===== config.mk =====
export PLATFORM = sky130hd
export DESIGN_NAME = alu_exec
export DESIGN_NICKNAME = d
export VERILOG_FILES = /design/src/rtl/alu_pkg.sv /design/src/rtl/alu_mul_iter.sv /design/src/rtl/alu_exec.sv
export SDC_FILE = /design/constraint.sdc
export NUM_CORES = 1
export LEC_CHECK = 0
export CAP_MARGIN = 15
export CORE_MARGIN = 4
export CORE_UTILIZATION = 56
export CTS_CLUSTER_DIAMETER = 50
export DETAILED_ROUTE_END_ITERATION = 7
export GPL_TIMING_DRIVEN = 0
export PLACE_DENSITY = 0.84
export SLEW_MARGIN = 40
export SYNTH_ARGS = -nofsm -noshare
export SYNTH_HDL_FRONTEND = slang
export SYNTH_SLANG_ARGS = --single-unit

===== constraint.sdc =====
create_clock -name clk -period 1.18 [get_ports clk]
set_clock_uncertainty 0.1 [all_clocks]
set_input_delay 0.236 -clock clk [delete_from_list [all_inputs] [get_ports clk]]
set_output_delay 0.236 -clock clk [all_outputs]
set_load 0.01 [all_outputs]

===== src/rtl/alu_pkg.sv =====
// rtl/alu_pkg.sv - ALU control codes and FSM state encoding shared by alu_exec (ALU_MUL_EN)
package alu_pkg;

  localparam logic [2:0] ALU_AND = 3'b000;
  localparam logic [2:0] ALU_OR  = 3'b001;
  localparam logic [2:0] ALU_ADD = 3'b010;
  localparam logic [2:0] ALU_MUL = 3'b011;
  localparam logic [2:0] ALU_SUB = 3'b110;
  localparam logic [2:0] ALU_SLT = 3'b111;

  typedef enum logic {
    IDLE = 1'b0,
    MUL  = 1'b1
  } alu_state_t;

endpackage


===== src/rtl/alu_mul_iter.sv =====
// rtl/alu_mul_iter.sv - iterative shift-add multiplier, low WIDTH bits, one step per clock (used under ALU_MUL_EN)
module alu_mul_iter #(
  parameter int WIDTH = 32
) (
  input  logic             clk,
  input  logic             reset,
  input  logic             start,
  input  logic [WIDTH-1:0] a,
  input  logic [WIDTH-1:0] b,
  output logic             done,
  output logic [WIDTH-1:0] product
);

  localparam int CW = $clog2(WIDTH + 1);

  logic             running;
  logic [CW-1:0]    cnt;
  logic [WIDTH-1:0] mcand;
  logic [WIDTH-1:0] mplier;
  logic [WIDTH-1:0] acc;
  logic [WIDTH-1:0] acc_step;

  // product/done describe the step being taken this cycle, so the caller can
  // register the final sum on the same edge as the last accumulation.
  assign acc_step = mplier[0] ? acc + mcand : acc;
  assign product  = acc_step;
  assign done     = running && (cnt == CW'(WIDTH - 1));

  always_ff @(posedge clk or posedge reset) begin
    if (reset) begin
      running <= 1'b0;
      cnt     <= '0;
      mcand   <= '0;
      mplier  <= '0;
      acc     <= '0;
    end else if (start) begin
      running <= 1'b1;
      cnt     <= '0;
      mcand   <= a;
      mplier  <= b;
      acc     <= '0;
    end else if (running) begin
      acc    <= acc_step;
      mcand  <= mcand << 1;
      mplier <= mplier >> 1;
      cnt    <= cnt + CW'(1);
      if (done) running <= 1'b0;
    end
  end

endmodule


===== src/rtl/alu_exec.sv =====
// rtl/alu_exec.sv - registered ALU execution unit; ALU_MUL_EN adds the multicycle MUL path
module alu_exec
  import alu_pkg::*;
#(
  parameter int WIDTH = 32
) (
  input  logic             clk,
  input  logic             reset,
  input  logic             Start,
  input  logic [2:0]       AluCtl,
  input  logic [WIDTH-1:0] SrcA,
  input  logic [WIDTH-1:0] SrcB,
  output logic [WIDTH-1:0] AluOut,
  output logic             Zero,
  output logic             Busy,
  output logic             Done
);

  logic [WIDTH-1:0] alu_res;

  // Reserved codes, and MUL when the multiplier is absent, fall to the default of 0.
  always_comb begin
    alu_res = '0;
    case (AluCtl)
      ALU_AND: alu_res = SrcA & SrcB;
      ALU_OR:  alu_res = SrcA | SrcB;
      ALU_ADD: alu_res = SrcA + SrcB;
      ALU_SUB: alu_res = SrcA - SrcB;
      ALU_SLT: alu_res = {{(WIDTH-1){1'b0}}, ($signed(SrcA) < $signed(SrcB))};
      default: alu_res = '0;
    endcase
  end

`ifdef ALU_MUL_EN
  alu_state_t       state;
  logic             mul_start;
  logic             mul_done;
  logic [WIDTH-1:0] mul_prod;

  assign mul_start = (state == IDLE) && Start && (AluCtl == ALU_MUL);

  alu_mul_iter #(.WIDTH(WIDTH)) u_mul (
    .clk     (clk),
    .reset   (reset),
    .start   (mul_start),
    .a       (SrcA),
    .b       (SrcB),
    .done    (mul_done),
    .product (mul_prod)
  );

  always_ff @(posedge clk or posedge reset) begin
    if (reset) begin
      state  <= IDLE;
      AluOut <= '0;
      Zero   <= 1'b1;
      Busy   <= 1'b0;
      Done   <= 1'b0;
    end else begin
      Done <= 1'b0;
      case (state)
        IDLE: begin
          if (Start) begin
            if (AluCtl == ALU_MUL) begin
              Busy  <= 1'b1;
              state <= MUL;
            end else begin
              AluOut <= alu_res;
              Zero   <= (alu_res == '0);
              Done   <= 1'b1;
            end
          end
        end
        MUL: begin
          if (mul_done) begin
            AluOut <= mul_prod;
            Zero   <= (mul_prod == '0);
            Done   <= 1'b1;
            Busy   <= 1'b0;
            state  <= IDLE;
          end
        end
        default: state <= IDLE;
      endcase
    end
  end
`else
  assign Busy = 1'b0;

  always_ff @(posedge clk or posedge reset) begin
    if (reset) begin
      AluOut <= '0;
      Zero   <= 1'b1;
      Done   <= 1'b0;
    end else begin
      Done <= 1'b0;
      if (Start) begin
        AluOut <= alu_res;
        Zero   <= (alu_res == '0);
        Done   <= 1'b1;
      end
    end
  end
`endif

endmodule


==> metrics.csv <==
stage,metric,value,unit
outcome,status,finished with violations,
outcome,failing checks,"DRC, setup timing",
worst_setup_path,Worst setup EP type,flip-flop,
floorplanning,Initial Utilization,58.5,%
clocking,clock root cell,clkbuf_8,
logic_synthesis,Mapped Area,0.00612,mm²
logic_synthesis,Yosys reg bits,34,
logic_synthesis,Mapped Cells,833,
clocking,Longest Clk Path Bufs,2,
logic_synthesis,sequential area share after synthesis,13.9,%
sta,post-route worst setup slack,-2520,ps
clocking,hold_buf cts,0,
clocking,CTS clock-pin slew for the worst setup and hold paths,90,ps
worst_setup_path,kind of critical path,in2reg,
drt,Routed WL,31000,µm
layout,most frequent cells in the layout,"102 x buf_4, 78 x nor2_1, 74 x ha_1",
place,DP HPWL,18500,µm
power,worst vdd ir,0.552,mV
clocking,clk_lat worst skew,310,ps
logic_synthesis,post-synthesis average cell area,7.35,µm²
floorplanning,row cnt,37,
clocking,TritonCTS Buffers,5,
drt,average wire per cell in the routed design,26.5,µm
drt,DR iter-0 viols,1578,
layout,Final Non-Filler Cells,1173,
layout,antenna cell count,0,
logic_synthesis,largest family of logic cells by synthesized area,compound AO/OA/AOI/OAI gates,
layout,Layout Utilization,90.3,%
sta,post-route clock period utilization,314,%
floorplanning,die area,0.0127,mm²
worst_setup_path,"Max FO, Critical Path",3,
layout,P&R area growth vs syn,54.3,%
layout,nets,1206,
logic_synthesis,XOR/XNOR Fraction of Synth Area,2.72,%
global_route,GRT overflow,0,
global_route,vias in the first global route,7899,
drt,WL met1,10600,µm
global_route,global-route wire length before repair,41400,µm
worst_setup_path,Worst path max stage delay,360,ps
sta,final hold slack,299,ps
worst_setup_path,slowest CP cell,fa_2,
drt,metal3 WL,4170,µm
floorplanning,width of the chip,113,µm
logic_synthesis,Post-Syn Nets,1003,
sta,final hold viol count,0,
place,placed insts,1070,
worst_setup_path,Worst EP arrival,3860,ps
worst_setup_path,CP cell instances,buf_8 > inv_6 > ha_4 > inv_2 > fa_2 > nand2b_4 > a2111o_1 > a2111oi_4 > buf_4 > o21bai_4 > buf_6 > a21oi_4 > buf_4 > o211ai_1 > nand3_4 > nor4_2 > nand4_1 > nor4_2 > and4_1 > a41o_1,
sta,max_slew headroom,37.6,%
global_route,initial antenna violation count,0,
drt,Vias,8550,
global_route,largest net degree at the start of global routing,35,
drt,met2 wire length,13300,µm
worst_hold_path,HP Class,in2async,
worst_setup_path,critical path required time,1340,ps
layout,fin area,0.00945,mm²
global_route,Total GRT Usage,40.2,%
sta,unrepaired setup endpoints after global routing,true,
place,placed cell area,0.00754,mm²
sta,Final min period,3700,ps
worst_setup_path,Top delay family on crit path,simple AND/OR/NAND/NOR gates,
layout,share of layout cells above drive strength 1,41.0,%
layout,"most common cell after layout, fill and taps aside",buf_4,
clocking,Clock Sinks,34,
logic_synthesis,Post-Synth Simple-Gate Area,17.3,%
run,Max-Cap Viols,0,
sta,Slew @ Worst Pin,931,ps
logic_synthesis,"Distinct cells, synth",79,
drt,drt via density,7.29,
clocking,TritonCTS clock tree,yes,
logic_synthesis,Post-synth EDFFs,0,
sta,Max Slew Vio Count,0,
sta,Setup Viol. Count Final,65,
worst_setup_path,CP Launch Type,input pin,
drt,top layer in use,met4,
power,power density cells,802,mW/mm²
floorplanning,io pins,105,
place,RePlAce Congestion,0.999,
sta,Fmax,270,MHz
logic_synthesis,Yosys warnings,0,
logic_synthesis,Async SR Flop Fraction,100,%
floorplanning,Core Box Area,0.0105,mm²
worst_setup_path,Worst Path Buf+Inv,6,
floorplanning,Die Height,113,µm
clocking,htree depth,2,
place,I/O Buffers,101,
power,Pleak,4.22,nW
drt,post-route ant nets,0,
drt,# DRC,6,
logic_synthesis,"Top FF cell, synth",dfrtp_1,
logic_synthesis,mux contribution to synthesized area,4.01,%
logic_synthesis,Post-Synth Adder-Cell Area,20.7,%
drt,drt first pass iters,8,
logic_synthesis,Synth Area in Compound Gates,31.5,%
## metrics by stage
step                setup WS, ps  setup TNS, ps  total power [mW]
floorplan                  -1970         -41830              3.57
global placement           -3210         -98350              4.81
detailed placement         -3290         -83340              4.92
CTS                        -2310         -48690              6.37
global route               -2600         -55760              7.75
finish                     -2520         -54670              7.58
## layer usage
metal / vias up / GRT usage (%)
met3: 336 / 8.52
met2: 935 / 66.4
met5: - / 0
li1: 3406 / -
met4: 0 / 20.0
met1: 3873 / 49.4
## cells in the mapped netlist (all sizes together) (4+ instances only)
master  number  share of area (%)
nor2        89                5.5
a221oi      14                2.2
nand3       12               0.98
mux2i       11                1.8
buf          8               0.88
o21a        10                1.2
xnor2       17                2.4
a211oi       9                1.1
nor4         9                1.0
a211o        5               0.72
nand2       43                2.6
o221ai       9                1.3
o21ai       34                2.8
o31ai       14                1.7
nand4       13                1.3
a221o        4               0.65
dfrtp       33                 13
o22ai        9               0.92
inv        100                6.1
nand2b       8               0.94
nor2b        8               0.94
o31a         6               0.86
clkbuf      44                2.7
a21oi       94                7.7
a21o         8               0.98
mux2        12                2.2
ha          98                 20
a31oi        7               0.72
o211ai      13                1.7
o21bai       7               0.92
nor3        23                1.9
o311ai       5               0.72
## kinds of logic after synthesis
kind of cell,after synthesis
xor+xnor,19
compound gates,279
flops,34
simple gates,223
mux,23
other cells,1
buf+inv,154
fa+ha+maj,100
## layout make-up
| type | count | area, µm² |
|---|---|---|
| clock inverters | 1 | 5.00 |
| well taps | 136 | 170 |
| inverters | 102 | 455 |
| clock buffers | 7 | 86.3 |
| flip-flops and latches | 34 | 852 |
| fillers | 448 | 1010 |
| repair buffers | 209 | 1680 |
| plain buffers | 39 | 228 |
| multi-input cells | 645 | 5970 |
## path summary, 6_finish.rpt
kind	startpoint	to	slack, ps	depth (start not counted)
worst max-delay path	SrcA[0]	Zero	-2520	20
worst min register to register	AluOut[30]	AluOut[30]	440	2
worst min-delay path	reset	AluOut[30]	300	2
worst max register to register	AluOut[1]	AluOut[1]	40	4
min in group clk	Start	Done	350	1
max in group asynchronous	reset	AluOut[7]	170	2
## registers in the layout (all words and copies together), names as in the netlist
name and count:
AluOut 32, Done 1, Zero 1
## what timing repair did
item	in CTS	in global routing
setup endpoints to repair	67	59
pin swaps	65	84
gates resized for setup	424	131
setup buffers	58	51
## report_power, final
group | switching [mW] | total [mW] | internal [mW]
Clock | 0.522 | 0.994 | 0.473
Combinational | 2.91 | 5.11 | 2.20
Sequential | 0.154 | 1.48 | 1.32
Total | 3.59 | 7.58 | 3.99
Power figures use the tool's default switching activity.
